--- config.mk ---
export PLATFORM = sky130hd
export DESIGN_NAME = bus_arbiter
export DESIGN_NICKNAME = d
export VERILOG_FILES = /design/src/rtl/bus_arbiter.sv
export SDC_FILE = /design/constraint.sdc
export NUM_CORES = 1
export LEC_CHECK = 0
export ABC_AREA = 1
export ABC_CLOCK_PERIOD_IN_PS = 4050
export CAP_MARGIN = 0
export CORE_ASPECT_RATIO = 1.75
export CORE_UTILIZATION = 36
export CTS_CLUSTER_SIZE = 16
export DETAILED_ROUTE_END_ITERATION = 8
export GPL_TIMING_DRIVEN = 0
export PLACE_DENSITY = 0.95
export SYNTH_ARGS = -nofsm -noshare
export SYNTH_HDL_FRONTEND = slang
export SYNTH_SLANG_ARGS = --single-unit
export TNS_END_PERCENT = 10
--- constraint.sdc ---
create_clock -name clk -period 4.05 [get_ports clk]
set_clock_uncertainty 0.15 [all_clocks]
set_input_delay 0.405 -clock clk [delete_from_list [all_inputs] [get_ports clk]]
set_output_delay 0.405 -clock clk [all_outputs]
set_load 0.05 [all_outputs]
--- src/rtl/bus_arbiter.sv ---
// bus_arbiter: round-robin owner of the shared RAM port, burst-limited, one dead cycle between owners.
// Define CPU_PRIORITY_EN to give master 0 absolute priority and exemption from the burst limit.
`timescale 1ns/1ps
module bus_arbiter #(
    parameter int NUM_REQ   = 3,
    parameter int AW        = 16,
    parameter int DW        = 16,
    parameter int MAX_BURST = 8
) (
    input  logic                  clk,
    input  logic                  n_reset,
    input  logic [NUM_REQ-1:0]    req,
    input  logic [NUM_REQ*AW-1:0] m_addr,
    input  logic [NUM_REQ*DW-1:0] m_wdata,
    input  logic [NUM_REQ-1:0]    m_we,
    output logic [NUM_REQ-1:0]    gnt,
    output logic                  mem_en,
    output logic                  mem_we,
    output logic [AW-1:0]         mem_addr,
    output logic [DW-1:0]         mem_wdata,
    input  logic [DW-1:0]         mem_rdata,
    output logic [NUM_REQ-1:0]    rd_valid,
    output logic [DW-1:0]         rd_data
);

    localparam int unsigned NR = NUM_REQ;
    localparam int OW = $clog2(NUM_REQ);
    localparam int BW = $clog2(MAX_BURST + 1);
    localparam logic [OW-1:0] LAST_IDX  = OW'(NUM_REQ - 1);
    localparam logic [BW-1:0] BURST_TOP = BW'(MAX_BURST - 1);

    localparam logic [1:0] ST_IDLE = 2'd0;
    localparam logic [1:0] ST_OWN  = 2'd1;
    localparam logic [1:0] ST_TURN = 2'd2;

    logic [1:0]         state_q, state_d;
    logic [NUM_REQ-1:0] gnt_q, gnt_d;
    logic [OW-1:0]      owner_q, owner_d;
    logic [BW-1:0]      burst_cnt_q, burst_cnt_d;
    logic [NUM_REQ-1:0] rd_pend_q, rd_pend_d;
    logic [NUM_REQ-1:0] rd_valid_q, rd_valid_d;
    logic [DW-1:0]      rd_data_q, rd_data_d;

    logic               found;
    logic [OW-1:0]      cand;
    logic [OW-1:0]      winner;
    logic               own_req;
    logic               others_req;
    logic               release_own;

    // Rotating search starting just after the previous owner.
    always_comb begin
        found  = 1'b0;
        cand   = '0;
        winner = owner_q;
`ifdef CPU_PRIORITY_EN
        if (req[0]) begin
            found  = 1'b1;
            winner = '0;
        end
`endif
        for (int unsigned k = 1; k <= NR; k++) begin
            cand = OW'((32'(owner_q) + k) % NR);
            if (!found && req[cand]) begin
                found  = 1'b1;
                winner = cand;
            end
        end
    end

    always_comb begin
        mem_addr  = '0;
        mem_wdata = '0;
        for (int unsigned i = 0; i < NR; i++) begin
            if (gnt_q[i]) begin
                mem_addr  = mem_addr  | m_addr[i*AW +: AW];
                mem_wdata = mem_wdata | m_wdata[i*DW +: DW];
            end
        end
        own_req    = req[owner_q];
        mem_en     = own_req & gnt_q[owner_q];
        mem_we     = mem_en & m_we[owner_q];
        others_req = |(req & ~gnt_q);

        release_own = ~own_req;
`ifdef CPU_PRIORITY_EN
        if (owner_q != '0 && mem_en &&
            (req[0] || (burst_cnt_q == BURST_TOP && others_req))) begin
            release_own = 1'b1;
        end
`else
        if (mem_en && burst_cnt_q == BURST_TOP && others_req) begin
            release_own = 1'b1;
        end
`endif
    end

    // The dead cycle also arbitrates, so gnt is low for exactly one cycle between owners.
    always_comb begin
        state_d     = state_q;
        gnt_d       = gnt_q;
        owner_d     = owner_q;
        burst_cnt_d = burst_cnt_q;
        case (state_q)
            ST_IDLE, ST_TURN: begin
                state_d = ST_IDLE;
                if (|req) begin
                    state_d         = ST_OWN;
                    gnt_d           = '0;
                    gnt_d[winner]   = 1'b1;
                    owner_d         = winner;
                    burst_cnt_d     = '0;
                end
            end
            ST_OWN: begin
                if (mem_en && burst_cnt_q != BURST_TOP) begin
                    burst_cnt_d = burst_cnt_q + BW'(1);
                end
                if (release_own) begin
                    state_d = ST_TURN;
                    gnt_d   = '0;
                end
            end
            default: begin
                state_d = ST_IDLE;
                gnt_d   = '0;
            end
        endcase
    end

    // RAM data arrives one cycle after the strobe; valid and data are registered together.
    always_comb begin
        rd_pend_d  = (mem_en && !mem_we) ? gnt_q : '0;
        rd_valid_d = rd_pend_q;
        rd_data_d  = (|rd_pend_q) ? mem_rdata : rd_data_q;
    end

    always_ff @(posedge clk or negedge n_reset) begin
        if (!n_reset) begin
            state_q     <= ST_IDLE;
            gnt_q       <= '0;
            owner_q     <= LAST_IDX;
            burst_cnt_q <= '0;
            rd_pend_q   <= '0;
            rd_valid_q  <= '0;
            rd_data_q   <= '0;
        end else begin
            state_q     <= state_d;
            gnt_q       <= gnt_d;
            owner_q     <= owner_d;
            burst_cnt_q <= burst_cnt_d;
            rd_pend_q   <= rd_pend_d;
            rd_valid_q  <= rd_valid_d;
            rd_data_q   <= rd_data_d;
        end
    end

    assign gnt      = gnt_q;
    assign rd_valid = rd_valid_q;
    assign rd_data  = rd_data_q;

endmodule

==> results.yml <==
routing:
  wl_per_cell_um: 13.52
  drt_first_pass_iters: 4
  ant_nets: 0
  vias_per_cell: 4.819
  num_vias: 2776
  drc_errors: 0
  totalWireLength_um: 7788
  drt_iter0_markers: 160
synth:
  ys.flop_type: "dfrtp_1"
  avgSynthCellArea_um2: 7.015
  synthesis.nets: 438
  synth_top_area_share_pct: 36.24
  syn-cell-area_um2: 2210
  synth_edf_count: 0
  syn_inst: 315
  synth_cell_types: 28
  async_flop_share_pct: 100.0
  synth.top_cells.by_area: "dfrtp_1, nand2_1, nand3_1"
  synth_top_area_cell: "dfrtp_1"
  ys_ff_latch: 33
  ys_seq_area_share_pct: 37.43
  synth_warnings: 0
finish:
  fin_util_pct: 70.42
  insertedDiodeCount: 0
  final_cell_mix: "clkdlybuf4s50_1, nand2_1, nand3_1"
  drive_gt1_share_pct: 11.04
  layout_commonest_cell: "clkdlybuf4s50_1"
  final_area_um2: 4140
  nNetsFinal: 620
  fill_cells: 464
  area_growth_pct: 87.37
cts:
  worstSkewPairLatency_ps: 290
  clk_transition_reported_paths_ps: 70
  h-tree-depth: 2
  cts_buffers: 5
  root_buffer: "clkbuf_8"
  cts-hold-fix-buffers: 0
  cts_resized: 0
  cts_buffer_depth: 2
  cts_tree: "yes"
  clock-sinks: 33
  post_cts_buffers: 0
power:
  powerDensity_nw_per_um2: 693.0
  vdd_drop_max_v: 0.0003456
  p_leak_nw: 1.844
critical_path:
  crit_top_cell: "clkdlybuf4s50_1"
  reg2reg_depth: 12
  cp_slowest_cell: "clkdlybuf4s50_1"
  critPathKind: "in -> out"
  worstSetupStartpointType: "primary input"
  worst-path-max-fanout: 5
  required_ps: 3490
  r2r_setup_slack_ps: 1930
  cp-end-kind: "output pin"
  worstPathCellList: "clkdlybuf4s50_1 > inv_2 > nand2_1 > nand3_2 > o21ai_4 > nand2_4 > nor2_1 > clkdlybuf4s50_1"
  crit_arrival_ps: 2330
  r2r_end: "gnt[2]"
  slowest_delay_ps: 810
  r2r-start: "owner_q[0]"
global_routing:
  antenna_found_initial: 0
  grt_max_degree: 34
  grt.total_usage_pct: 24.15
  grt_pass1_wl_um: 11830
  grt_overflow_total: 0
  grt_pass1_vias: 2752
floorplan:
  placementRows: 37
  io_pins: 176
  coreArea_um2: 5879
  initial_utilization_pct: 37.58
  dieArea_um2: 6467
  dieHeight_um: 105.6
  die_w_um: 61.22
hold_path:
  hold_path.class: "in -> async"
sta:
  rsz0062_at_grt: "false"
  fin_hold_ws_ps: 5.089
  tns_ps: 0
  min_period_over_period_pct: 71.21
  tightest_slew_ps: 682.0
  finalCriticalPeriod_ps: 2884
  setup_viol: 0
  report.final.slew_viol_count: 0
  layout_setup_ws_ps: 1166
  max-slew-margin-rel_pct: 54.54
  final_hold_viol_count: 0
  fmax_mhz: 346.7
place:
  postPlaceCellArea_um2: 4059
  dp_slack_ps: 1158
  routabilityCongestion: 0.9220
  dpl.hpwl_um: 6481
  io_buffer_count: 175
status:
  status: "completed"
flow_run:
  cap_violations: 0
[state kept, by name (all words and copies together), names as in the netlist]
name         flops
rd_valid         3
owner_q          2
gnt              3
rd_data         16
state_q          2
rd_pend_q        3
burst_cnt_q      4
[worst max path at each step]
stage,startpoint,to,slack [ps],cells past startpoint
floorplan,gnt[0],mem_we,1640,7
global placement,req[1],mem_we,1180,8
detailed placement,req[1],mem_we,1160,8
CTS,req[1],mem_we,1160,8
global route,req[1],mem_we,1040,8
finish,req[1],mem_we,1170,8
[through the flow]
step           instances  power, mW
5_1_grt              576      3.049
4_1_cts              576      2.884
6_report             576      2.869
3_5_place_dp         568      2.640
2_1_floorplan        315      1.929
3_3_place_gp         568      2.586
[report_power, final]
| part | switching, mW | leakage, nW | internal (mW) |
|---|---|---|---|
| sequential | 0.0740 | 0.422 | 0.452 |
| combinational | 1.36 | 1.38 | 0.739 |
| clock | 0.122 | 0.0439 | 0.118 |
| total | 1.56 | 1.84 | 1.31 |
[worst max-delay path: cells and delay by family]
kind / cells / cell delay, ps
AOI/OAI and AO/OA: 1 / 100
and+or+nand+nor: 4 / 360
buffers and inverters: 3 / 1470
[synth_stat cells, types with 6 or more instances]
cell type and instances:
nor2_1 11, nand2_2 6, clkbuf_1 6, mux2_2 16, buf_2 7, nand3_1 48
dfrtp_1 32, o21ai_1 6, inv_1 14, inv_2 8, nand2_1 136
[kinds of logic (layout without fill, tap and decap cells)]
kind of cell / count (synthesis) / in the layout / share of synthesized area (%)
and+or+nand+nor: 211 / 211 / 40.88
buffers and inverters: 36 / 219 / 6.625
DFF: 33 / 33 / 37.43
muxes: 17 / 17 / 8.607
AOI/OAI and AO/OA: 14 / 14 / 4.360
adders and majority gates: 3 / 3 / 1.699
xor gates and xnor gates: 1 / 1 / 0.3964
[layer usage]
layer / track usage [%] / vias up / routed length, um
li1: - / 1375 / -
met1: 23.75 / 1252 / 2809
met2: 45.34 / 131 / 4129
met3: 6.503 / 18 / 662
met4: 8.117 / 0 / 187
met5: 0 / - / 0
[cell type report]
cell class,instances,area (um^2),share of cell area (%)
clock inverters,3,17.52,0.4231
flip-flops and latches,33,827.0,19.98
multi-input cells,246,1236,29.86
well taps,78,97.59,2.357
inverters,23,88.84,2.146
repair buffers,175,1747,42.19
plain buffers,13,57.56,1.390
clock buffers,5,68.82,1.662
Note: power is estimated with default switching activity, not from simulation.
